### src/rtl/clk_div_pkg.sv
// Shared constants and types for the programmable clock divider.
// Defaults here are used as the parameter defaults of the top level.
package clk_div_pkg;

    localparam int CNT_W_DEF       = 16;
    localparam int DIV_DEFAULT_DEF = 25;
    localparam int DIV_MIN         = 2;

    // Reason a divisor load was accepted or rejected.
    typedef enum logic [0:0] {
        CFG_OK            = 1'b0,
        CFG_DIV_TOO_SMALL = 1'b1
    } cfg_cause_e;

endpackage

### src/rtl/clk_div_cfg.sv
// Divisor configuration: shadow register, pending flag, load validation and
// the hand-off of the shadow into the active divisor at a period boundary.
module clk_div_cfg
    import clk_div_pkg::*;
#(
    parameter int CNT_W       = CNT_W_DEF,
    parameter int DIV_DEFAULT = DIV_DEFAULT_DEF
) (
    input  logic             clk_in,
    input  logic             rst,
    input  logic             en,
    input  logic             wrap,
    input  logic [CNT_W-1:0] div_val,
    input  logic             div_load,
    output logic [CNT_W-1:0] n_act,
    output logic             pend,
    output logic             cfg_err
);

    localparam logic [CNT_W-1:0] DIV_DEF_W = CNT_W'(DIV_DEFAULT);
    localparam logic [CNT_W-1:0] DIV_MIN_W = CNT_W'(DIV_MIN);

    logic [CNT_W-1:0] shadow;
    cfg_cause_e       cause;

    always_comb begin
        cause = CFG_OK;
        if (div_val < DIV_MIN_W)
            cause = CFG_DIV_TOO_SMALL;
    end

    // A load landing on the apply edge wins the pend flag: the old shadow is
    // applied and the new value waits for the next boundary.
    always_ff @(posedge clk_in or posedge rst) begin
        if (rst) begin
            shadow  <= DIV_DEF_W;
            n_act   <= DIV_DEF_W;
            pend    <= 1'b0;
            cfg_err <= 1'b0;
        end else begin
            cfg_err <= div_load && (cause == CFG_DIV_TOO_SMALL);
            if (wrap || !en) begin
                n_act <= shadow;
                pend  <= 1'b0;
            end
            if (div_load && (cause == CFG_OK)) begin
                shadow <= div_val;
                pend   <= 1'b1;
            end
        end
    end

endmodule

### src/rtl/clk_div_prog.sv
// Runtime-programmable 50%-duty clock divider with clk_in-domain rise/fall
// strobes. Odd divisors stretch the high phase by half a cycle via a negedge flop.
module clk_div_prog
    import clk_div_pkg::*;
#(
    parameter int CNT_W       = CNT_W_DEF,
    parameter int DIV_DEFAULT = DIV_DEFAULT_DEF
) (
    input  logic             clk_in,
    input  logic             rst,
    input  logic             en,
    input  logic [CNT_W-1:0] div_val,
    input  logic             div_load,
    output logic             clk_out,
    output logic             rise_tick,
    output logic             fall_tick,
    output logic             pend,
    output logic             cfg_err
);

    logic [CNT_W-1:0] count;
    logic [CNT_W-1:0] cnt_nxt;
    logic [CNT_W-1:0] n_act;
    logic [CNT_W-1:0] half;
    logic             run;
    logic             wrap;
    logic             q_p;
    logic             q_n;

    clk_div_cfg #(
        .CNT_W       (CNT_W),
        .DIV_DEFAULT (DIV_DEFAULT)
    ) u_cfg (
        .clk_in   (clk_in),
        .rst      (rst),
        .en       (en),
        .wrap     (wrap),
        .div_val  (div_val),
        .div_load (div_load),
        .n_act    (n_act),
        .pend     (pend),
        .cfg_err  (cfg_err)
    );

    assign half = n_act >> 1;
    assign wrap = en && run && (count == n_act - 1'b1);

    // run marks that the previous cycle was enabled; without it the first
    // enabled edge would start at count 1 instead of a fresh period.
    always_comb begin
        cnt_nxt = '0;
        if (en && run && !wrap)
            cnt_nxt = count + 1'b1;
    end

    // Phase flop and ticks are computed from the next count so they line up
    // with the cycle that count describes. At a wrap cnt_nxt is 0, which is
    // below half and never equal to it for any legal divisor, old or new.
    always_ff @(posedge clk_in or posedge rst) begin
        if (rst) begin
            count     <= '0;
            run       <= 1'b0;
            q_p       <= 1'b0;
            rise_tick <= 1'b0;
            fall_tick <= 1'b0;
        end else begin
            count     <= cnt_nxt;
            run       <= en;
            q_p       <= en && (cnt_nxt < half);
            rise_tick <= en && (cnt_nxt == '0);
            fall_tick <= en && (cnt_nxt == half);
        end
    end

    always_ff @(negedge clk_in or posedge rst) begin
        if (rst)
            q_n <= 1'b0;
        else
            q_n <= q_p;
    end

    // Mode select changes only at a period start, when both phase flops are low.
    assign clk_out = n_act[0] ? (q_p | q_n) : q_p;

endmodule

### config.mk
export PLATFORM = sky130hd
export DESIGN_NAME = clk_div_prog
export DESIGN_NICKNAME = d
export VERILOG_FILES = /design/src/rtl/clk_div_pkg.sv /design/src/rtl/clk_div_cfg.sv /design/src/rtl/clk_div_prog.sv
export SDC_FILE = /design/constraint.sdc
export NUM_CORES = 1
export LEC_CHECK = 0
export CORE_AREA = 5 5 81 83
export CTS_CLUSTER_SIZE = 24
export DETAILED_ROUTE_END_ITERATION = 16
export DIE_AREA = 0 0 86 88
export PLACE_DENSITY_LB_ADDON = 0.08
export SYNTH_ARGS = -nofsm -noshare
export SYNTH_HDL_FRONTEND = slang
export SYNTH_SLANG_ARGS = --single-unit
### constraint.sdc
create_clock -name clk_in -period 5.6 [get_ports clk_in]
set_input_delay 1.12 -clock clk_in [delete_from_list [all_inputs] [get_ports clk_in]]
set_output_delay 1.12 -clock clk_in [all_outputs]
set_load 0.01 [all_outputs]
==> After elaboration in Yosys (flattened, before gate mapping) <==
Index checks and enable logic that the tools add are counted.
{ "classes": {"n_addsub": 2, "n_mul": 0, "div": 0, "magnitude_cmp": 2, "eq_ne": 2, "n_shift": 0, "n_mux": 5, "bitwise_logic": 2, "n_reduce_logical": 13} }
{ "ops": {"columns": ["cell", "n"], "rows": [
  ["adder 16 x 1 -> 16 bit, second input constant", 1],
  ["== test 16 x 15 -> 1 bit", 1],
  ["== test 16 bit", 1],
  ["logical NOT 16 bit", 1],
  ["< comparator 16 x 15 -> 1 bit", 1],
  ["< comparator 16 x 2 -> 1 bit, second input constant", 1],
  ["2-to-1 mux 16 bit", 1],
  ["subtractor 16 x 1 -> 16 bit, second input constant", 1],
  ["logical AND 1 bit", 8],
  ["2-to-1 mux 1 bit", 4],
  ["logical NOT 1 bit", 2],
  ["nonzero test 2 bit", 1],
  ["logical OR 1 bit", 1],
  ["inverter 1 bit", 1],
  ["bitwise OR 1 bit", 1]
]} }
{ "word_totals": {"ff_bits": 55, "latchBits": 0, "mem_bits_rw": 0, "romBits": 0, "inputBits": 20, "output_inout_bits": 5, "word_cells": 36, "memories": 0} }

==> Depth between registers and ports, before layout <==
Gate-level depths: netlist (run 1).
{ "depth": {"word_depth": 8, "ltp_mapped": 18, "depth_no_buf": 17} }

==> Modules after synthesis <==
Synthesis (run 1) repeated with hierarchy kept, for this count alone.
{ "hier_totals": {"cells_unflattened": 342, "hier_area_um2": 3487.1} }
{ "modules_own_cells": {"columns": ["module", "n_inst", "cells_each", "area_each_um2", "seq_area_each_um2"], "rows": [
  ["clk_div_prog", 1, 261, 2143.3, 525.5],
  ["clk_div_cfg", 1, 81, 1343.8, 858.3]
]} }

==> impl_results.md, run 1 <==
- Crit. End Element: primary output
- Antenna violations before repair: 0
- Syn_area_per_cell: 10.4 um^2
- Synth warn: 0
- Mean routed wirelength per cell: 14.8 um
- Peak supply drop: 0.157 mV
- Final setup vio count: 0
- Worst Hold Launch: u_cfg.shadow[4]$_DFFE_PP1P_
- # clock sinks: 55
- Count leader, synth: dfrtp_1
- Hold Violations, Final: 0
- R2R setup slack: 1.29 ns
- Relative slew slack: 0.301
- Clk slew on worst S/H paths: 0.10 ns
- CP max FO: 1
- Fin Setup TNS: 0 ns
- Final core occ: 0.638
- Met2 Resource Use GR: 0.286
- Fin nets: 377
- Initial DRC Count: 64
- Setup bufs post-CTS: 0
- RR Endpoint: q_p$_DFF_PP0_
- Hold Buf Count CTS: 0
- Kind of critical path: register to primary output
- Top cells by area, synth: dfrtp_1, mux2_2, ha_1, xnor2_1, dfstp_2
- Cells after Synth: 316
- Crit path capture: clk_out
- Port-buffer cells: 24
- Critical path arrival: 4.12 ns
- Total iterations of the first detailed-routing run: 4
- Area of the core: 5780 um^2
- Post-synth EDFFs: 0
- Post-synth ARST share: 1.00
- Clock Skew: 0.00801 ns
- Post-Route WL: 6.17 mm
- Slew Viols, Final: 0
- GRT overflow: 0
- Final WS setup: 0.362 ns
- Synthesized area: 3300 um^2
- Vias in the first global route: 2198
- Hold Crit Class: register to register
- Root buffer cell: clkbuf_8
- Max-cap violation count: 0
- Grt peak-use layer: met2
- Inserted Clock Buffers: 5
- Slowest cell on crit path: clkdlybuf4s50_1
- GRT Total Usage: 0.177
- Seq cells post-synth: 55
- Synth area leader: dfrtp_1
- Crit-path leading delay family: buffers and inverters
- CTS tree: done
- Antenna-violating nets left: 0
- Worst EP required: 4.48 ns
- Critical Path Max Stage Delay: 0.52 ns
- Pwr/cell area: 233 nW/um^2
- GR Util met3: 0.0329
- Area grow syn2layout: 11.9%
- Top FF cell, synth: dfrtp_1
- Die H: 88 um
- RSZ-0062 raised after global routing: false
- Commonest cells post-synth: dfrtp_1, nor2_1, inv_1, xnor2_1, mux2_2
- Largest net degree at the start of global routing: 55
- Sequential share of the synthesized area: 0.420
- Die ar.: 7570 um^2
- IO Count: 25
- Leakage: 1.62 nW
- Worst Setup SP: q_n$_DFF_NP0_
- CTS Buffer Depth: 2
- Total power: 0.000858 W
- Chip Width: 86 um
- Clock Latency Late Sink: 0.31 ns
- Post-synthesis net count: 353
- Post-DP Area: 3600 um^2
- DP HPWL: 4.80 mm
- Status: complete, no violations
- Via count: 2279
- Worst r2r path cells: 18
- Worst Tran Pin Value: 1.05 ns
- Layout cells sized above 1: 0.164
- Row count: 28
- Met1 Use GR: 0.252
- Starting Density: 0.570
- Critical Path Source Type: register
- Vias per inst: 5.48
- Synth cell types: 49
- PostCTS Resize Cnt: 0
- Routability cong.: 0.798
- Yosys top cell area share: 0.364
- Cell area after layout: 3690 um^2
- First-pass GRT wire length: 10.5 mm
- WP depth: 2
- FF-to-FF Start: u_cfg.n_act[1]$_DFFE_PP0P_
- Pre-CTS WS: 0.681 ns
- H-tree levels: 2
- # DRC: 0
- Crit-path cells: a21o_1 > clkdlybuf4s50_1
- CP bufs+invs: 1
- Number of diodes: 0
[cells by family (layout without fill, tap and decap cells)]
| group | Yosys count | after routing | synth area share |
|---|---|---|---|
| flip-flops | 55 | 55 | 0.420 |
| adder cells (fa/ha/maj) | 17 | 17 | 0.0645 |
| XOR/XNOR | 38 | 38 | 0.101 |
| AO/OA/AOI/OAI | 35 | 35 | 0.0763 |
| AND/OR/NAND/NOR | 102 | 102 | 0.172 |
| buffers and inverters | 36 | 61 | 0.0459 |
| multiplexers | 33 | 33 | 0.121 |
[placed cells by master, fill, tap and decap left out, types with 3 or more instances in the layout]
cell type / n
xor2_1: 14
a31oi_1: 3
buf_4: 3
xnor2_1: 24
o21ai_0: 9
nand3_1: 14
ha_1: 17
dfrtp_1: 48
nor2_1: 34
a21o_1: 6
clkbuf_8: 5
clkdlybuf4s50_1: 24
nor4_1: 6
inv_1: 25
nor2b_1: 3
mux2_2: 22
dfstp_2: 6
nor3_1: 6
nand2_1: 8
and3_1: 3
mux2i_1: 3
or3_1: 3
nand4_1: 11
o21a_1: 4
mux2_4: 8
[metal layers]
layer / wire (um) / vias up
li1: - / 1166
met1: 3170 / 1083
met2: 2810 / 27
met3: 169 / 3
met4: 20 / 0
met5: 0 / -
[metrics by stage]
| stage | instances | hold WS (ns) |
|---|---|---|
| 2_1_floorplan | 316 | 0.454 |
| 3_3_place_gp | 408 | 0.475 |
| 3_5_place_dp | 408 | 0.482 |
| 4_1_cts | 416 | 0.496 |
| 5_1_grt | 416 | 0.531 |
| 6_report | 416 | 0.497 |
[layout make-up]
class | count | area (um^2)
multi-input combinational | 225 | 1760
inverter | 26 | 97.6
fill | 492 | 2090
sequential | 55 | 1380
clock buffer | 6 | 72.6
tap | 75 | 93.8
timing repair buffer | 27 | 263
clock inverter | 2 | 16.3
[how the worst min path moves through the flow]
| stage | endpoint | slack [ns] | cells past startpoint |
|---|---|---|---|
| after floorplan | u_cfg.n_act[4]$_DFFE_PP1P_ | 0.45 | 2 |
| after global placement | u_cfg.n_act[4]$_DFFE_PP1P_ | 0.48 | 2 |
| after detailed placement | u_cfg.n_act[4]$_DFFE_PP1P_ | 0.48 | 2 |
| after CTS | u_cfg.n_act[4]$_DFFE_PP1P_ | 0.50 | 2 |
| after global routing | u_cfg.n_act[11]$_DFFE_PP0P_ | 0.53 | 1 |
| final | u_cfg.n_act[4]$_DFFE_PP1P_ | 0.50 | 2 |
[power by group]
group	switching [W]	internal [W]
logic	0.0000784	0.0000886
clock network	0.000132	0.0000902
registers	0.0000367	0.000433
total	0.000247	0.000611
[state kept, by name (all words and copies together) (netlist names)]
register and flops:
q_n 1, rise_tick 1, fall_tick 1, q_p 1, u_cfg.n_act 16, count 16
u_cfg.pend 1, run 1, u_cfg.cfg_err 1, u_cfg.shadow 16
[worst min-delay path, delay by kind of cell, from the launching register on]
kind                   cells  cell delay, ns
muxes                      1            0.07
DFF                        1            0.37
buffers and inverters      1            0.06
No activity file was read; power rests on OpenSTA's default activity.
==> run 2, diff against run 1 <==
CORE_AREA = 5 5 94 96   (was 5 5 81 83)
DIE_AREA = 0 0 99 101   (was 0 0 86 88)
==> run 2 against run 1 <==
Effect of this change:
- die area up 32%
- flip-flop and latch count did not move
- non-clock buffer count fell by 1
- combinational power is essentially flat
- critical path type unchanged
- largest cell class unchanged
==> impl_results.md, run 2 (synthesis results as in run 1) <==
- Antenna-violating nets left: 0 (unchanged)
- Clk slew on worst S/H paths: 0.10 ns (about the same)
- Met2 Wirelength: 3.11 mm (+11%)
- RSZ-0062 raised after global routing: false
- Worst Tran Pin Value: 1.05 ns (+0.00292 ns)
- Vias per inst: 5.04 (-8.0%)
- Clock Latency Late Sink: 0.31 ns (about the same)
- Peak supply drop: 0.105 mV (-33%)
- Layout cells sized above 1: 0.162 (-0.00246)
- Fin Setup TNS: 0 ns (unchanged)
- Starting Density: 0.414 (-0.157)
- GRT overflow: 0 (unchanged)
- # clock sinks: 55 (unchanged)
- Most common cell after layout, fill and taps aside: dfrtp_1
- Critical path arrival: 4.13 ns (about the same)
- Clock Skew: 0.00560 ns (-0.00241 ns)
- # DRC: 0 (unchanged)
- Max-cap violation count: 0 (unchanged)
- Crit. End Element: primary output
- H-tree levels: 2 (unchanged)
- Number of diodes: 0 (unchanged)
- Initial DRC Count: 68 (+6.3%)
- Area of the core: 7970 um^2 (+38%)
- Largest registers: count x16, u_cfg.n_act x16, u_cfg.shadow x16
- Post-Route WL: 6.65 mm (+7.9%)
- Area grow syn2layout: 12.8%
- Root buffer cell: clkbuf_8
- Pre-CTS WS: 0.683 ns (+0.00211 ns)
- Pwr/cell area: 232 nW/um^2 (-0.34%)
- Final setup vio count: 0 (unchanged)
- Chip Width: 99 um (+15%)
- PostCTS Resize Cnt: 0 (unchanged)
- CTS tree: done
- Hold Buf Count CTS: 0 (unchanged)
- Kind of critical path: register to primary output
- DP HPWL: 5.13 mm (+6.9%)
- Status: complete, no violations
- IO Count: 25 (unchanged)
- Slew Viols, Final: 0 (unchanged)
- Total iterations of the first detailed-routing run: 4 (unchanged)
- Routability cong.: 0.858 (+7.6%)
- Commonest non-fill, non-tap cells in the layout: dfrtp_1, nor2_1, inv_1, xnor2_1, clkdlybuf4s50_1
- Relative slew slack: 0.299 (-0.00195)
- Fin nets: 376 (-0.27%)
- Vias in the first global route: 2260 (+2.8%)
- CTS Buffer Depth: 2 (unchanged)
- Via count: 2244 (-1.5%)
- Row count: 33 (+18%)
- Port-buffer cells: 24 (unchanged)
- Antenna violations before repair: 0 (unchanged)
- Leakage: 1.62 nW (-0.28%)
- Die ar.: 10000 um^2 (+32%)
- Final WS setup: 0.345 ns (-0.0163 ns)
- DR top layer: met4
- Hold Violations, Final: 0 (unchanged)
- Die H: 101 um (+15%)
- Met3 wire length: 182 um (+7.7%)
- CP max FO: 1 (unchanged)
- Mean routed wirelength per cell: 15.0 um (+0.88%)
- Hold Crit Class: register to register
- GRT Total Usage: 0.143 (-0.0344)
- First-pass GRT wire length: 11.2 mm (+7.1%)
- Largest net degree at the start of global routing: 55 (unchanged)
- DRT met1 WL: 3.29 mm (+3.9%)
- Inserted Clock Buffers: 5 (unchanged)
- Critical Path Source Type: register
- Setup bufs post-CTS: 0 (unchanged)
- Worst EP required: 4.48 ns (about the same)
==> run 2: cell count changes in the layout (fill, tap and decap cells not counted) <==
cell / before / now
buf_4: 3 / 2
==> run 2: metrics by stage <==
| step | total power (W) | std cells | utilization | hold WS [ns] | instance area [um^2] |
|---|---|---|---|---|---|
| after floorplan | 0.000593 | 316 | - | 0.454 | 3300 |
| after global placement | 0.000644 | 437 | 0.455 | 0.473 | 3630 |
| after detailed placement | 0.000647 | 437 | 0.455 | 0.485 | 3630 |
| after CTS | 0.000880 | 445 | 0.467 | 0.498 | 3720 |
| after global routing | 0.000913 | 445 | 0.467 | 0.522 | 3720 |
| final | 0.000862 | 445 | 0.467 | 0.492 | 3720 |
==> run 2: per-layer routing <==
metal  vias to the layer above  track usage
li1                       1158            -
met1                      1048        0.198
met2                        31        0.232
met3                         7       0.0256
met4                         0       0.0347
met5                         -            0
==> run 2: critical path, cell delays in order (launching register included) <==
cell,delay (ns)
dfrtn_1,0.40
a21o_1,0.10
clkdlybuf4s50_1,0.53
==> run 2: final cells by class <==
type                       count  area [um^2]
clock inverter                 2         16.3
multi-input combinational    225         1760
clock buffer                   6         72.6
timing repair buffer          26          255
tap                          105          131
fill                         750         4250
inverter                      26         97.6
sequential                    55         1380
==> run 2: power breakdown <==
| group | total (W) | switching (W) | internal (W) |
|---|---|---|---|
| logic | 0.000166 | 0.0000783 | 0.0000880 |
| clock network | 0.000226 | 0.000136 | 0.0000903 |
| registers | 0.000470 | 0.0000373 | 0.000433 |
| total | 0.000862 | 0.000251 | 0.000611 |
==> run 2: final timing paths <==
kind / from / end / slack, ns / cells after the start
setup / recovery: q_n$_DFF_NP0_ / clk_out / 0.35 / 2
hold / removal: u_cfg.shadow[4]$_DFFE_PP1P_ / u_cfg.n_act[4]$_DFFE_PP1P_ / 0.49 / 2
setup reg to reg: u_cfg.n_act[1]$_DFFE_PP0P_ / q_p$_DFF_PP0_ / 1.40 / 18
hold reg to reg: u_cfg.shadow[4]$_DFFE_PP1P_ / u_cfg.n_act[4]$_DFFE_PP1P_ / 0.49 / 2
max in group asynchronous: rst / q_n$_DFF_NP0_ / 1.82 / 2
min in group asynchronous: rst / u_cfg.pend$_DFFE_PP0P_ / 1.35 / 3
